### config.mk
export PLATFORM = sky130hd
export DESIGN_NAME = cpu_sequencer
export DESIGN_NICKNAME = d
export VERILOG_FILES = /design/src/rtl/cpu_sequencer.sv
export SDC_FILE = /design/constraint.sdc
export NUM_CORES = 1
export LEC_CHECK = 0
export ABC_AREA = 1
export CORE_MARGIN = 1
export CORE_UTILIZATION = 45
export CTS_CLUSTER_SIZE = 25
export DETAILED_ROUTE_END_ITERATION = 10
export GPL_ROUTABILITY_DRIVEN = 0
export PLACE_DENSITY = 0.79
export SKIP_CTS_REPAIR_TIMING = 1
export SKIP_LAST_GASP = 1
export SYNTH_ARGS = -nofsm -noshare
export SYNTH_HDL_FRONTEND = slang
export SYNTH_SLANG_ARGS = --single-unit
export TNS_END_PERCENT = 30
### constraint.sdc
create_clock -name clk -period 2.2 [get_ports clk]
set_input_delay 0.33 -clock clk [delete_from_list [all_inputs] [get_ports clk]]
set_output_delay 0.33 -clock clk [all_outputs]
set_load 0.05 [all_outputs]
### src/rtl/cpu_sequencer.sv
// cpu_sequencer: FSM state register and run control for the 8-bit CPU.
// Holds the architectural state fed to control_unit, applies run / single-step
// control at instruction boundaries, latches halt and fault conditions, and
// counts retired instructions.
// Optional build macro: CPU_SEQ_CYCLE_COUNT_EN builds a saturating counter of
// clocks spent running; without it cycle_count is tied to zero.
module cpu_sequencer #(
    parameter int CNT_W = 16
) (
    input  logic             clk,
    input  logic             reset,
    input  logic             run,
    input  logic             step_req,
    input  logic [2:0]       next_state,
    input  logic             halt,
    output logic [2:0]       state,
    output logic             running,
    output logic             halted,
    output logic             fault,
    output logic             step_ack,
    output logic [CNT_W-1:0] instr_count,
    output logic [CNT_W-1:0] cycle_count
);

    typedef enum logic [2:0] {
        FETCH      = 3'b000,
        DECODE     = 3'b001,
        EXECUTE    = 3'b010,
        MEMORY     = 3'b011,
        WRITEBACK  = 3'b100,
        HALT_STATE = 3'b101,
        IDLE       = 3'b110,
        ILLEGAL    = 3'b111
    } state_t;

    localparam logic [CNT_W-1:0] CNT_MAX = {CNT_W{1'b1}};

    state_t           state_q, state_d;
    logic             halted_q, halted_d;
    logic             fault_q, fault_d;
    logic             ack_q, ack_d;
    logic             step_mode_q, step_mode_d;
    logic             count_inc;
    logic [CNT_W-1:0] instr_q;

    // State and run-control registers
    always_ff @(posedge clk or negedge reset) begin
        if (!reset) begin
            state_q     <= IDLE;
            halted_q    <= 1'b0;
            fault_q     <= 1'b0;
            ack_q       <= 1'b0;
            step_mode_q <= 1'b0;
        end else begin
            state_q     <= state_d;
            halted_q    <= halted_d;
            fault_q     <= fault_d;
            ack_q       <= ack_d;
            step_mode_q <= step_mode_d;
        end
    end

    // Next-state, sticky flags, step handshake and retire detection
    always_comb begin
        state_d     = state_q;
        halted_d    = halted_q;
        fault_d     = fault_q;
        step_mode_d = step_mode_q;
        count_inc   = 1'b0;
        // The ack drops one edge after the requester releases step_req.
        ack_d       = ack_q && step_req;

        unique case (state_q)
            IDLE: begin
                if (run) begin
                    state_d     = FETCH;
                    step_mode_d = 1'b0;
                end else if (step_req && !ack_q) begin
                    state_d     = FETCH;
                    step_mode_d = 1'b1;
                end
            end
            FETCH, DECODE, EXECUTE, MEMORY, WRITEBACK: begin
                if (halt || next_state == HALT_STATE) begin
                    // A HALT instruction retires, so it is counted.
                    state_d   = HALT_STATE;
                    halted_d  = 1'b1;
                    count_inc = 1'b1;
                end else if (next_state == IDLE || next_state == ILLEGAL) begin
                    state_d  = HALT_STATE;
                    halted_d = 1'b1;
                    fault_d  = 1'b1;
                end else if (next_state == FETCH && state_q != FETCH) begin
                    // Retire edge: the only point where run/step stop takes effect.
                    count_inc = 1'b1;
                    if (step_mode_q || !run) begin
                        state_d = IDLE;
                        if (step_mode_q) ack_d = 1'b1;
                    end else begin
                        state_d = FETCH;
                    end
                end else begin
                    state_d = state_t'(next_state);
                end
            end
            HALT_STATE: begin
                state_d = HALT_STATE;
            end
            default: begin
                // Unreachable encoding; park in HALT_STATE and flag it.
                state_d  = HALT_STATE;
                halted_d = 1'b1;
                fault_d  = 1'b1;
            end
        endcase
    end

    // Saturating retired-instruction counter
    always_ff @(posedge clk or negedge reset) begin
        if (!reset)
            instr_q <= '0;
        else if (count_inc && instr_q != CNT_MAX)
            instr_q <= instr_q + 1'b1;
    end

    assign state       = state_q;
    assign running     = (state_q <= WRITEBACK);
    assign halted      = halted_q;
    assign fault       = fault_q;
    assign step_ack    = ack_q;
    assign instr_count = instr_q;

`ifdef CPU_SEQ_CYCLE_COUNT_EN
    logic [CNT_W-1:0] cycle_q;

    // Saturating count of edges taken while in FETCH..WRITEBACK
    always_ff @(posedge clk or negedge reset) begin
        if (!reset)
            cycle_q <= '0;
        else if (running && cycle_q != CNT_MAX)
            cycle_q <= cycle_q + 1'b1;
    end

    assign cycle_count = cycle_q;
`else
    assign cycle_count = '0;
`endif

endmodule

==> flow_summary.json, run 1 <==
{
  "rr_worst_depth": 8,
  "dpl.cell_count": 296,
  "avgRoutedWirePerCell_um": 9.86,
  "critPathMaxStageDelay_ns": 0.80,
  "design.core.area_um2": 3150,
  "grt_max_degree": 24,
  "synth_top_family_by_area": "simple AND/OR/NAND/NOR gates",
  "most-common-layout-cells": "nand2_1 (91), clkdlybuf4s50_1 (29), dfrtp_1 (21)",
  "finalPower_mw": 0.788,
  "path_depth": 1,
  "end_kind": "output pin",
  "ys_ff_latch": 23,
  "seq_area_frac_synth": 0.372,
  "instances_no_fill": 300,
  "start_util": 0.493,
  "r2r_start": "instr_count[0]",
  "synth_cell_types": 24,
  "vias": 1367,
  "cp_cell_sequence": "clkdlybuf4s50_1",
  "drive_gt1_frac": 0.0977,
  "yosys_warnings": 0,
  "htree_num_levels": 1,
  "worstSkewPairLatency_ns": 0.31,
  "nNetsFinal": 266,
  "synth-simple-area-share": 0.388,
  "final_util": 0.596,
  "slew_viol_final": 0,
  "critPathRequiredTime_ns": 1.87,
  "path_max_fanout": 4,
  "synth_compound_area_frac": 0.0370,
  "rsz0062_at_grt": "no",
  "avgSynthCellArea_um2": 7.00,
  "cts_tree": "built",
  "path_delay_family": "buffers and inverters",
  "firstDrtPassIters": 4,
  "route.antenna.remaining_nets": 0,
  "synth_flop_cell": "dfrtp_1",
  "grt_overflow_total": 0,
  "clock-root-buffer": "clkbuf_4",
  "critPathLaunch": "state[1]",
  "final.period_utilization": 0.914,
  "final_cell_area_um2": 1880,
  "crit_buf_inv": 1,
  "drt_iter0_drc": 33,
  "clk_path_buf_depth": 2,
  "diodes": 0,
  "rows": 20,
  "gr-usage-all-layers": 0.189,
  "setup_viol_count_final": 0,
  "slowest_stage": "clkdlybuf4s50_1",
  "remaining_drc_errors": 0,
  "placed_area_um2": 1850,
  "first_global_vias": 1199,
  "grt_pass1_wl_mm": 5.23,
  "period_needed_ns": 2.01,
  "synthAdderAreaFrac": 0.00805,
  "holdCritPathClass": "input pin to async pin",
  "clock-sinks": 23,
  "reg2reg_to": "instr_count[12]",
  "finClkSkew_ns": 0.0107,
  "fp.dieH_um": 60.8,
  "syn_inst": 222,
  "drt_wl_total_mm": 2.96,
  "maxCapViolCount": 0,
  "synthesis.area_um2": 1550,
  "async_flop_share": 1.00,
  "synthMuxAreaShare": 0,
  "die_w_um": 60.8,
  "crit_type": "flop to output pin",
  "clk_pin_slew_ns": 0.13,
  "viasPerCell": 4.56,
  "timing.reg2reg.setup_slack_ns": 0.59,
  "slew_headroom": 0.665,
  "syn2layout_area_growth_pct": 20.9,
  "hold_viol_final": 0,
  "fmax_mhz": 497,
  "tightest_slew_ns": 0.502,
  "final_common_cell": "nand2_1",
  "yosys.area_share.xor_xnor": 0.0451,
  "synth_edf_count": 0,
  "antenna_found_initial": 0,
  "io_buffers": 30,
  "status": "completed",
  "die_area_um2": 3690,
  "cts-buffers-inserted": 3,
  "max-vdd-ir-drop_mv": 0.275,
  "cp-start-kind": "flop",
  "hpwl_mm": 2.27,
  "crit_end": "state[1]",
  "power.leakage_nw": 0.905,
  "ioPinCount": 47,
  "powerDensity_nw_per_um2": 419,
  "arrival_ns": 1.68,
  "finalSetupTns_ns": 0
}
flip-flops by register name, indices dropped and copies added (netlist names):
register / cells
halted: 1
state: 3
instr_count: 16
step_ack: 1
fault: 1
step_mode_q: 1
through the flow:
step / setup slack, ns / hold WS, ns
finish: 0.190 / 0.340
global route: 0.151 / 0.361
CTS: 0.0402 / 0.348
detailed placement: 0.357 / 0.457
global placement: 0.386 / 0.444
floorplan: 0.373 / 0.0344
layout make-up:
type                            instances  area (um^2)
Clock buffer                            3         22.5
Multi-Input combinational cell        173          803
Tap cell                               44         55.1
Timing Repair Buffer                   33          325
Fill cell                             305         1270
Inverter                               23         86.3
Clock inverter                          1         7.51
Sequential cell                        23          578
synth_stat cells (all sizes together) (2+ instances only):
master	count	share of area
buf	18	0.092
nand2	97	0.24
dfrtp	21	0.34
a21oi	2	0.0064
xor2	4	0.023
nand4	6	0.024
xnor2	4	0.023
nor2	25	0.080
nand3	10	0.040
o21ai	4	0.013
inv	23	0.056
dfstp	2	0.034
cells by family after synthesis:
kind of cell / Yosys count
AOI/OAI and AO/OA: 10
xor gates and xnor gates: 8
adders and majority gates: 1
buffers and inverters: 41
DFF: 23
other: 1
and+or+nand+nor: 138
worst min path at each step:
stage                        to
final                     fault
after global placement    fault
after CTS                 fault
after detailed placement  fault
after floorplan           fault
after global routing      fault
metal layers:
metal | up-vias | track usage | share of wire
met5 | - | 0 | 0
met4 | 0 | 0.0390 | 0.0064
met3 | 2 | 0.0384 | 0.037
met2 | 37 | 0.295 | 0.44
met1 | 607 | 0.273 | 0.51
li1 | 721 | - | -
power breakdown:
| group | switching [mW] | total [mW] | leakage (nW) | internal, mW |
|---|---|---|---|---|
| Combinational | 0.117 | 0.151 | 0.595 | 0.0340 |
| Clock | 0.130 | 0.199 | 0.0139 | 0.0694 |
| Sequential | 0.00798 | 0.438 | 0.296 | 0.430 |
| Total | 0.255 | 0.788 | 0.905 | 0.533 |
(Power assumes the default switching activity.)
==> run 2: changes to the inputs <==
--- a/config.mk
+++ b/config.mk
@@ -5,13 +5,13 @@
 export SDC_FILE = /design/constraint.sdc
 export NUM_CORES = 1
 export LEC_CHECK = 0
-export ABC_AREA = 1
+export ABC_AREA = 0
 export CORE_MARGIN = 1
 export CORE_UTILIZATION = 45
 export CTS_CLUSTER_SIZE = 25
 export DETAILED_ROUTE_END_ITERATION = 10
-export GPL_ROUTABILITY_DRIVEN = 0
-export PLACE_DENSITY = 0.79
+export GPL_ROUTABILITY_DRIVEN = 1
+export PLACE_DENSITY = 0.82
 export SKIP_CTS_REPAIR_TIMING = 1
 export SKIP_LAST_GASP = 1
 export SYNTH_ARGS = -nofsm -noshare
==> run 2 against run 1 <==
Effect of this change:
- core utilization fell by 0.26 points
- first-iteration DRC count fell by 27%
- via count fell by 26%
- register-to-register slack got worse by 0.36 ns
- critical path depth did not move
- hold slack improved by 0.020 ns
- critical path type unchanged
- sequential share of layout area rose by 4.6 points
- maximum frequency fell by 1.9%
==> flow_summary.json, run 2 <==
{
  "clock-root-buffer": "clkbuf_4",
  "synth_flop_cell": "dfrtp_1",
  "clk_pin_slew_ns": 0.12,
  "max-vdd-ir-drop_mv": 0.523,
  "yosys_warnings": 0,
  "crit_type": "flop to output pin",
  "syn2layout_area_growth_pct": 25.4,
  "grt_util_met2": 0.294,
  "status": "completed",
  "design.core.area_um2": 2760,
  "diodes": 0,
  "rsz0062_at_grt": "no",
  "crit_buf_inv": 1,
  "grt_pass1_wl_mm": 4.37,
  "grt_overflow_total": 0,
  "htree_num_levels": 1,
  "instances_no_fill": 197,
  "finClkSkew_ns": 0.00144,
  "timing.hold.ws_ns": 0.360,
  "die_w_um": 55.8,
  "syn_inst": 130,
  "final_cell_area_um2": 1640,
  "rr_worst_depth": 6,
  "fp.dieH_um": 55.8,
  "setup_viol_count_final": 0,
  "io_buffers": 30,
  "timing.reg2reg.setup_slack_ns": 0.23,
  "tightest_slew_ns": 0.503,
  "first_global_vias": 962,
  "clk_path_buf_depth": 2,
  "ff_latch_area_um2": 578,
  "start_util": 0.473,
  "busiest_layer": "met2",
  "slew_headroom": 0.664,
  "critPathMaxStageDelay_ns": 0.81,
  "largest_reg_flops": 16,
  "drive_gt1_frac": 0.151,
  "r2r_start": "instr_count[0]",
  "ioPinCount": 47,
  "multi_input_area_um2": 636,
  "reg2reg_to": "instr_count[1]",
  "synthTopCellsByCount": "dfrtp_1 (21), buf_4 (16), nand2_1 (9), xor2_1 (9)",
  "async_flop_share": 1.00,
  "critPathRequiredTime_ns": 1.87,
  "nNetsFinal": 176,
  "synth_area_leaders": "dfrtp_1 (40%), buf_4 (9.2%), xor2_1 (6.0%)",
  "drt_iter0_drc": 24,
  "rows": 19,
  "power.leakage_nw": 0.758,
  "place.gp.congestion": 0.882,
  "cp_cell_sequence": "clkdlybuf4s50_1",
  "ys_ff_latch": 23,
  "hold_viol_final": 0,
  "drt_wl_total_mm": 2.56,
  "firstDrtPassIters": 4,
  "synth_edf_count": 0,
  "synth_top_cell_by_area": "dfrtp_1",
  "finalSetupTns_ns": 0,
  "antenna_found_initial": 0,
  "most-common-layout-cells": "clkdlybuf4s50_1 (29), dfrtp_1 (21), conb_1 (16)",
  "grt_max_degree": 24,
  "slowest_stage": "clkdlybuf4s50_1",
  "viasPerCell": 5.13,
  "vias": 1010,
  "seq_area_frac_synth": 0.443,
  "cp-start-kind": "flop",
  "placed_area_um2": 1610,
  "powerDensity_nw_per_um2": 495,
  "route.antenna.remaining_nets": 0,
  "met1_usage": 0.234,
  "hpwl_mm": 1.95,
  "final_common_cell": "clkdlybuf4s50_1",
  "die_area_um2": 3120,
  "synth_cell_types": 36,
  "remaining_drc_errors": 0,
  "gr-usage-all-layers": 0.175,
  "dpl.cell_count": 193,
  "met3_usage": 0.0302,
  "cts-buffers-inserted": 3,
  "arrival_ns": 1.72,
  "maxCapViolCount": 0,
  "finalPower_mw": 0.810,
  "holdCritPathClass": "input pin to async pin",
  "netlist.area_leader.share": 0.403,
  "avgRoutedWirePerCell_um": 13.0,
  "period_needed_ns": 2.05,
  "fmax_mhz": 488,
  "final.period_utilization": 0.931,
  "path_max_fanout": 6,
  "clock-sinks": 23,
  "worstSkewPairLatency_ns": 0.30,
  "slew_viol_final": 0,
  "path_delay_family": "buffers and inverters",
  "synthesis.area_um2": 1300,
  "end_kind": "output pin",
  "cts_tree": "built",
  "fillCellCount": 248,
  "synth.most_common_cell": "dfrtp_1",
  "avgSynthCellArea_um2": 10.0
}
==> run 2: cells by family after synthesis <==
| group | after synthesis | synth area share |
|---|---|---|
| mux | 2 | 0.0192 |
| compound gates | 19 | 0.101 |
| simple gates | 50 | 0.225 |
| fa+ha+maj | 1 | 0.00960 |
| buf+inv | 21 | 0.112 |
| flops | 23 | 0.443 |
| xor+xnor | 13 | 0.0873 |
| other cells | 1 | 0.00288 |
==> run 2: worst max path at each step <==
stage	startpoint	end	slack (ns)	depth (start not counted)
global placement	next_state[0]	instr_count[1]	0.12	6
finish	state[1]	state[1]	0.15	1
CTS	state[1]	state[1]	0.14	1
global route	state[1]	state[1]	0.10	1
detailed placement	next_state[0]	instr_count[1]	0.08	6
floorplan	instr_count[0]	instr_count[1]	0.01	6
==> run 2: power breakdown <==
group	switching, mW	leakage, nW	total [mW]	internal [mW]
combinational	0.125	0.450	0.172	0.0468
clock	0.122	0.0177	0.190	0.0677
sequential	0.0151	0.290	0.448	0.432
==> run 2: per-layer routing <==
layer | vias to the layer above | part of all wire
li1 | 492 | -
met1 | 490 | 0.44
met2 | 26 | 0.51
met3 | 2 | 0.044
met4 | 0 | 0.0055
met5 | - | 0
==> run 2: cell type report <==
class / instances / share of cell area
clock inverters: 1 / 0.00306
multi-input cells: 101 / 0.389
repair buffers: 34 / 0.208
clock buffers: 3 / 0.0138
inverters: 4 / 0.00918
flip-flops and latches: 23 / 0.353
well taps: 31 / 0.0237
==> run 2: through the flow <==
stage | worst slack [ns] | utilization
2_1_floorplan | 0.0136 | -
3_3_place_gp | 0.122 | 0.583
3_5_place_dp | 0.0818 | 0.583
4_1_cts | 0.142 | 0.593
5_1_grt | 0.103 | 0.593
6_report | 0.151 | 0.593
